[src/rtl/signed_acc_pkg.sv]
// signed_acc_pkg: FSM state type and saturation limits
// shared by the signed frame accumulator.
package signed_acc_pkg;

  typedef enum logic [1:0] {
    IDLE  = 2'd0,
    ACCUM = 2'd1,
    HOLD  = 2'd2
  } state_t;

  // Largest positive value of a w-bit signed number.
  function automatic longint sat_max(int w);
    return (longint'(1) <<< (w - 1)) - 1;
  endfunction

  // Most negative value of a w-bit signed number.
  function automatic longint sat_min(int w);
    return -(longint'(1) <<< (w - 1));
  endfunction

endpackage

[src/rtl/signed_add_ovf.sv]
// signed_add_ovf: combinational WIDTH-bit two's-complement adder.
// Ports: a, b in; sum (wrapped), overflow (signed overflow) out.
module signed_add_ovf #(
  parameter int WIDTH = 8
) (
  input  logic [WIDTH-1:0] a,
  input  logic [WIDTH-1:0] b,
  output logic [WIDTH-1:0] sum,
  output logic             overflow
);

  assign sum = a + b;

  // Equal operand signs with a flipped result sign.
  assign overflow = (a[WIDTH-1] == b[WIDTH-1])
                 && (sum[WIDTH-1] != a[WIDTH-1]);

endmodule

[src/rtl/signed_acc_n.sv]
// signed_acc_n: sums COUNT signed samples per frame and holds the
// result (sum, sticky overflow) until out_valid/out_ready handshake.
// Ports: clk, rst_n (sync, active-low), clear (sync abort),
//   in_data/in_valid/in_ready sample input,
//   sum/overflow/out_valid/out_ready result output.
// Build option: define SIGNED_ACC_SAT_EN to clamp overflowing adds
//   to the signed extremes instead of wrapping.
module signed_acc_n
  import signed_acc_pkg::*;
#(
  parameter int WIDTH = 8,
  parameter int COUNT = 4
) (
  input  logic             clk,
  input  logic             rst_n,
  input  logic             clear,
  input  logic [WIDTH-1:0] in_data,
  input  logic             in_valid,
  output logic             in_ready,
  output logic [WIDTH-1:0] sum,
  output logic             overflow,
  output logic             out_valid,
  input  logic             out_ready
);

  localparam int CW = $clog2(COUNT);

  state_t           state;
  state_t           state_nx;
  logic [WIDTH-1:0] acc;
  logic [WIDTH-1:0] acc_nx;
  logic [WIDTH-1:0] add_sum;
  logic             add_ovf;
  logic             ovf;
  logic [CW-1:0]    cnt;
  logic             accept;
  logic             last;
  logic             done;

  assign accept = in_valid && in_ready;
  assign last   = (cnt == CW'(COUNT - 1));
  assign done   = out_valid && out_ready;

  signed_add_ovf #(
    .WIDTH(WIDTH)
  ) u_add (
    .a       (acc),
    .b       (in_data),
    .sum     (add_sum),
    .overflow(add_ovf)
  );

`ifdef SIGNED_ACC_SAT_EN
  localparam logic [WIDTH-1:0] SMAX = WIDTH'(sat_max(WIDTH));
  localparam logic [WIDTH-1:0] SMIN = WIDTH'(sat_min(WIDTH));

  // Overflow direction follows the shared operand sign.
  always_comb begin
    acc_nx = add_sum;
    if (add_ovf) begin
      acc_nx = acc[WIDTH-1] ? SMIN : SMAX;
    end
  end
`else
  assign acc_nx = add_sum;
`endif

  always_ff @(posedge clk) begin
    if (!rst_n) begin
      state <= IDLE;
    end else begin
      state <= state_nx;
    end
  end

  always_comb begin
    state_nx = state;
    unique case (state)
      IDLE: begin
        if (accept) state_nx = ACCUM;
      end
      ACCUM: begin
        if (accept && last) state_nx = HOLD;
      end
      HOLD: begin
        if (done) state_nx = IDLE;
      end
      default: state_nx = IDLE;
    endcase
    if (clear) state_nx = IDLE;
  end

  always_comb begin
    in_ready  = 1'b0;
    out_valid = 1'b0;
    unique case (state)
      IDLE:    in_ready  = 1'b1;
      ACCUM:   in_ready  = 1'b1;
      HOLD:    out_valid = 1'b1;
      default: in_ready  = 1'b0;
    endcase
  end

  always_ff @(posedge clk) begin
    if (!rst_n || clear) begin
      acc <= '0;
      ovf <= 1'b0;
      cnt <= '0;
    end else if (done) begin
      acc <= '0;
      ovf <= 1'b0;
      cnt <= '0;
    end else if (accept) begin
      acc <= acc_nx;
      ovf <= ovf | add_ovf;
      cnt <= last ? '0 : cnt + 1'b1;
    end
  end

  assign sum      = acc;
  assign overflow = ovf;

endmodule

[config.mk]
export PLATFORM = sky130hd
export DESIGN_NAME = signed_acc_n
export DESIGN_NICKNAME = d
export VERILOG_FILES = /design/src/rtl/signed_acc_pkg.sv /design/src/rtl/signed_add_ovf.sv /design/src/rtl/signed_acc_n.sv
export SDC_FILE = /design/constraint.sdc
export NUM_CORES = 1
export LEC_CHECK = 0
export ABC_AREA = 0
export CAP_MARGIN = 20
export CORE_UTILIZATION = 43
export CTS_BUF_LIST = sky130_fd_sc_hd__clkbuf_8
export DETAILED_ROUTE_END_ITERATION = 16
export GPL_TIMING_DRIVEN = 0
export PLACE_DENSITY = 0.74
export SLEW_MARGIN = 20
export SYNTH_ARGS = -nofsm -noshare
export SYNTH_HDL_FRONTEND = slang
export SYNTH_SLANG_ARGS = --single-unit
[constraint.sdc]
create_clock -name clk -period 1.7 [get_ports clk]
set_input_delay 0.34 -clock clk [delete_from_list [all_inputs] [get_ports clk]]
set_output_delay 0.34 -clock clk [all_outputs]
set_load 0.01 [all_outputs]
Word level (Yosys, flattened, before mapping)
Index checks and enable logic that the tools add are counted.
{"block": "totals", "register_bits": 13, "inputBits": 13, "output_inout_bits": 11, "elab_cells": 34}
{"block": "op_classes", "addsub": 2, "n_eq_ne": 8, "n_mux": 7, "bitwise_logic": 2, "n_reduce_logical": 11}
{"op": "$add 8x8->8", "count": 1}
{"op": "$mux 2", "count": 4}
{"op": "$ne 2x2->1 const B", "count": 3}
{"op": "$pmux 2 s3", "count": 1}
{"op": "$reduce_or 2->1", "count": 3}
{"op": "$eq 2x2->1 const B", "count": 2}
{"op": "$logic_and 1x1->1", "count": 4}
{"op": "$reduce_and 3->1", "count": 1}
{"op": "$add 2x1->2 const B", "count": 1}
{"op": "$eq 2x1->1 const B", "count": 1}
{"op": "$logic_not 2->1", "count": 1}
{"op": "$mux 1", "count": 2}
{"op": "$eq 1x1->1", "count": 1}
{"op": "$logic_not 1->1", "count": 1}
{"op": "$logic_or 1x1->1", "count": 1}
{"op": "$ne 1x1->1", "count": 1}
{"op": "$not 1->1", "count": 1}
{"op": "$or 1x1->1", "count": 1}

Longest topological paths before layout
{"block": "depth", "depth_word": 7, "ltp_mapped": 7, "mapped_depth_nobuf": 7}

Cells and area by module
From an unflattened synthesis, not the netlist that was laid out.
{"block": "unflattened", "hier_cells": 95, "hier_area_um2": 827.0}
{"module": "signed_acc_n", "n_inst": 1, "cells_per_inst": 61, "area_each_um2": 548.0, "seq_area_each_um2": 260.2}
{"module": "signed_add_ovf", "n_inst": 1, "cells_per_inst": 34, "area_each_um2": 279.0, "seq_area_each_um2": 0.0}

Least setup slack after synthesis
OpenSTA, ideal clock, no wires.
{"block": "synth_path", "path_type": "input-to-reg", "from": "input port in_data[0]", "to": "register acc[6] (netlist: sum[6])", "setup_time_ns": 0.124, "t_arrival_ns": 1.698, "required_ns": 1.576, "slack_ns": -0.121, "path_stages": 7, "n_path_buf": 0, "cell_sequence": "ha_1 -> fa_1 -> a21o_2 -> a21oi_1 -> o21ai_0 -> mux2i_1 -> nand3_1"}
{"block": "synth_via", "elab_chain_cells": 1}
{"element": "start, declared", "line": "signed_acc_n.sv:17", "source": "input logic [WIDTH-1:0] in_data,"}
{"element": "$add 8x8->8", "line": "signed_add_ovf.sv:12", "source": "assign sum = a + b;"}
{"element": "end signal, assigned", "line": "signed_acc_n.sv:114", "source": "acc <= acc_nx;"}
{"element": "end, declared", "line": "signed_acc_n.sv:30", "source": "logic [WIDTH-1:0] acc;"}
Every way passes these cells.
A chain may end at the register's enable or synchronous reset.

Worst setup path after layout
{"block": "layout_path", "from": "register acc[1] (netlist: sum[1])", "to": "register acc[7] (netlist: sum[7])"}
{"block": "layout_via", "elab_chain_cells": 1}
{"element": "$add 8x8->8", "line": "signed_add_ovf.sv:12"}
Every way passes these cells.

==> impl_metrics.yaml <==
worst_setup_path:
  slowest_stage: "dfxtp_4"
  critical_path.max_fanout: 2
  worstSetupEndpointType: "flop"
  start_kind: "flop"
  crit_arrival_ns: 1.94
  crit_path_cell_trace: "ha_4 > a211oi_4 > o21ai_2 > a311o_1 > mux2i_1 > mux2i_1"
  cp_slowest_stage_delay_ns: 0.35
  crit_top_cell: "mux2i_1"
  crit_type: "reg -> reg"
  required_ns: 1.88
status:
  violations: "negative setup slack"
  status: "finished with violations"
global_route:
  grt_start_max_net_pins: 11
  antenna_found_initial: 0
  grt_overflow_total: 0
  grt_pass1_vias: 766
  grt_pass1_wl_um: 3305
  grt_usage_pct: 22.83
power_and_ir_drop:
  p_int_uw: 586.4
  vdd_drop_max_uv: 633.8
  p_clk_share_pct: 35.5
  power_frac_comb_pct: 24.3
  leakagePower_nw: 0.5100
  power_frac_seq_pct: 40.2
  p_per_area_nw_per_um2: 633.4
  switching_share_pct: 28.16
  switchingPower_uw: 229.9
sta:
  max_slew_margin_pct: 70.02
  finalCriticalPeriod_ns: 1.758
  finalHoldViolations: 0
  worst_pin_slew_ns: 0.4497
  whs_ns: 0.4521
  skew_ns: 0.002446
  period_share_pct: 103.4
  finalSetupViolations: 1
  max_freq_ghz: 0.5688
  setup_ws_ns: -0.05811
  drv_slew: 0
  grt_setup_unrepaired: "true"
  fin_tns_setup_ns: -0.05811
yosys:
  synth_enable_flop_cells: 0
  yosysWarnings: 0
  synthCells: 95
  yosysUniqueCellTypes: 29
  synthesis.area_um2: 797.0
  avgSynthCellArea_um2: 8.390
  yosysSeqAreaShare_pct: 32.65
  ys_ff_latch: 13
  async_flop_share_pct: 0
  synth_fp_nets: 117
  ys.flop_type: "dfxtp_1"
clocking:
  tritoncts: "done"
  htreeDepth: 1
  clock-sinks: 13
  ctsLongestPathBuffers: 2
  clk_latency_ns: 0.25
  cts-buffers-inserted: 3
  clkSlewWorstSetupHoldPaths_ns: 0.06
  cts_root_buffer: "clkbuf_8"
worst_hold_path:
  min_path_type: "reg -> reg"
finish:
  final_area_um2: 1289
  drive_above_1_share_pct: 23.62
  area_growth_pct: 61.70
  fin_nets: 150
  mostFrequentLayoutCells: "17 x nand2_1, 15 x clkdlybuf4s50_1, 10 x dfxtp_1, 9 x a21oi_1, 7 x ha_4"
  final_common_cell: "nand2_1"
  diodes: 0
floorplanning:
  dieArea_um2: 2030
  start_util_pct: 46.16
  placeableCoreArea_um2: 1727
  std_cell_rows: 15
  io_pins: 24
  fp.dieH_um: 45.05
  die_w_um: 45.05
detailed_routing:
  wl_um: 2118
  wl_per_cell_um: 13.93
  via_count: 797
  via_per_inst: 5.243
  drtIter0Drc: 5
  dr.pass1.iters: 4
  final_antenna_net_count: 0
  drc: 0
flow_run:
  maxCapViolations: 0
place:
  port_buffers: 23
  gp_congestion: 0.7331
  placed_area_um2: 1066
  place_hpwl_um: 1331
[sequential cells by signal, indices dropped and copies added, names as in the netlist]
name      flops
overflow      1
state         2
cnt           2
sum           8
[path summary, 6_finish.rpt]
kind | start | end | slack [ns] | cells after the start
worst min register to register | overflow | overflow | 0.45 | 2
worst max register to register | sum[1] | sum[7] | -0.06 | 6
worst min-delay path | overflow | overflow | 0.45 | 2
worst max-delay path | sum[1] | sum[7] | -0.06 | 6
[power by group through the flow]
stage               Sequential, mW  Combinational (mW)  Clock [mW]
finish                       0.329               0.198       0.290
global route                 0.330               0.217       0.300
CTS                          0.328               0.175       0.283
detailed placement           0.332               0.156           0
global placement             0.332               0.151           0
floorplan                    0.335              0.0868           0
[per-layer routing]
metal  share of wire [%]  global-route usage (%)
met1                  43                   27.65
met5                   0                       0
met3                 4.3                   8.000
met4                 3.5                   9.091
met2                  49                   36.81
[layout make-up]
| cell class | instances | area [um^2] |
|---|---|---|
| sequential | 13 | 266.5 |
| clock buffer | 3 | 41.29 |
| tap | 25 | 31.28 |
| multi-input combinational | 77 | 650.6 |
| timing repair buffer | 28 | 272.8 |
| inverter | 2 | 7.507 |
| buffer | 3 | 13.76 |
| clock inverter | 1 | 5.005 |
| fill | 141 | 437.9 |
[repair_timing]
action                     in CTS  in global routing
pin swaps                      11                  6
resized for setup              21                 14
hold buffers                    0                  0
setup buffers                   3                  2
setup endpoints to repair       5                  5
[cells by family (layout without fill, tap and decap cells)]
family                   count (synthesis)  after routing  synth area share, %
multiplexers                             4              4                5.024
AND/OR/NAND/NOR                         37             37                21.82
adder cells (fa/ha/maj)                  9              9                15.07
flip-flops                              13             13                32.65
buffers and inverters                    5             37                2.512
XOR/XNOR                                 4              4                4.396
AO/OA/AOI/OAI                           23             23                18.52
[cell usage after synthesis, drive strengths merged (2+ instances only)]
cell,n,area share [%]
dfxtp,13,33
inv,2,0.94
nor2,5,2.4
ha,8,13
o21ai,3,1.9
nor3,3,1.9
nand2,17,8.0
nand3,3,1.9
and2,3,2.4
a21oi,11,6.9
a211oi,2,2.5
a21o,3,3.0
nor2b,2,1.6
xnor2,3,3.3
clkbuf,2,0.94
nand2b,2,1.6
mux2i,4,5.0
[worst max-delay path, delay by kind of cell, from the launching register on]
kind                     cells  cell delay, ns
adder cells (fa/ha/maj)      1            0.24
AO/OA/AOI/OAI                3            0.67
multiplexers                 2            0.42
flip-flops                   1            0.35
[stage by stage]
stage | power, mW | utilization [%] | cells | setup slack (ns)
floorplan | 0.4218 | - | 95 | -0.03011
global route | 0.8474 | 74.64 | 152 | -0.1152
CTS | 0.7856 | 70.51 | 150 | -0.1013
finish | 0.8163 | 74.64 | 152 | -0.05811
detailed placement | 0.4880 | 61.74 | 143 | -0.5846
global placement | 0.4828 | 61.74 | 143 | -0.5505
Note: power is estimated with default switching activity, not from simulation.
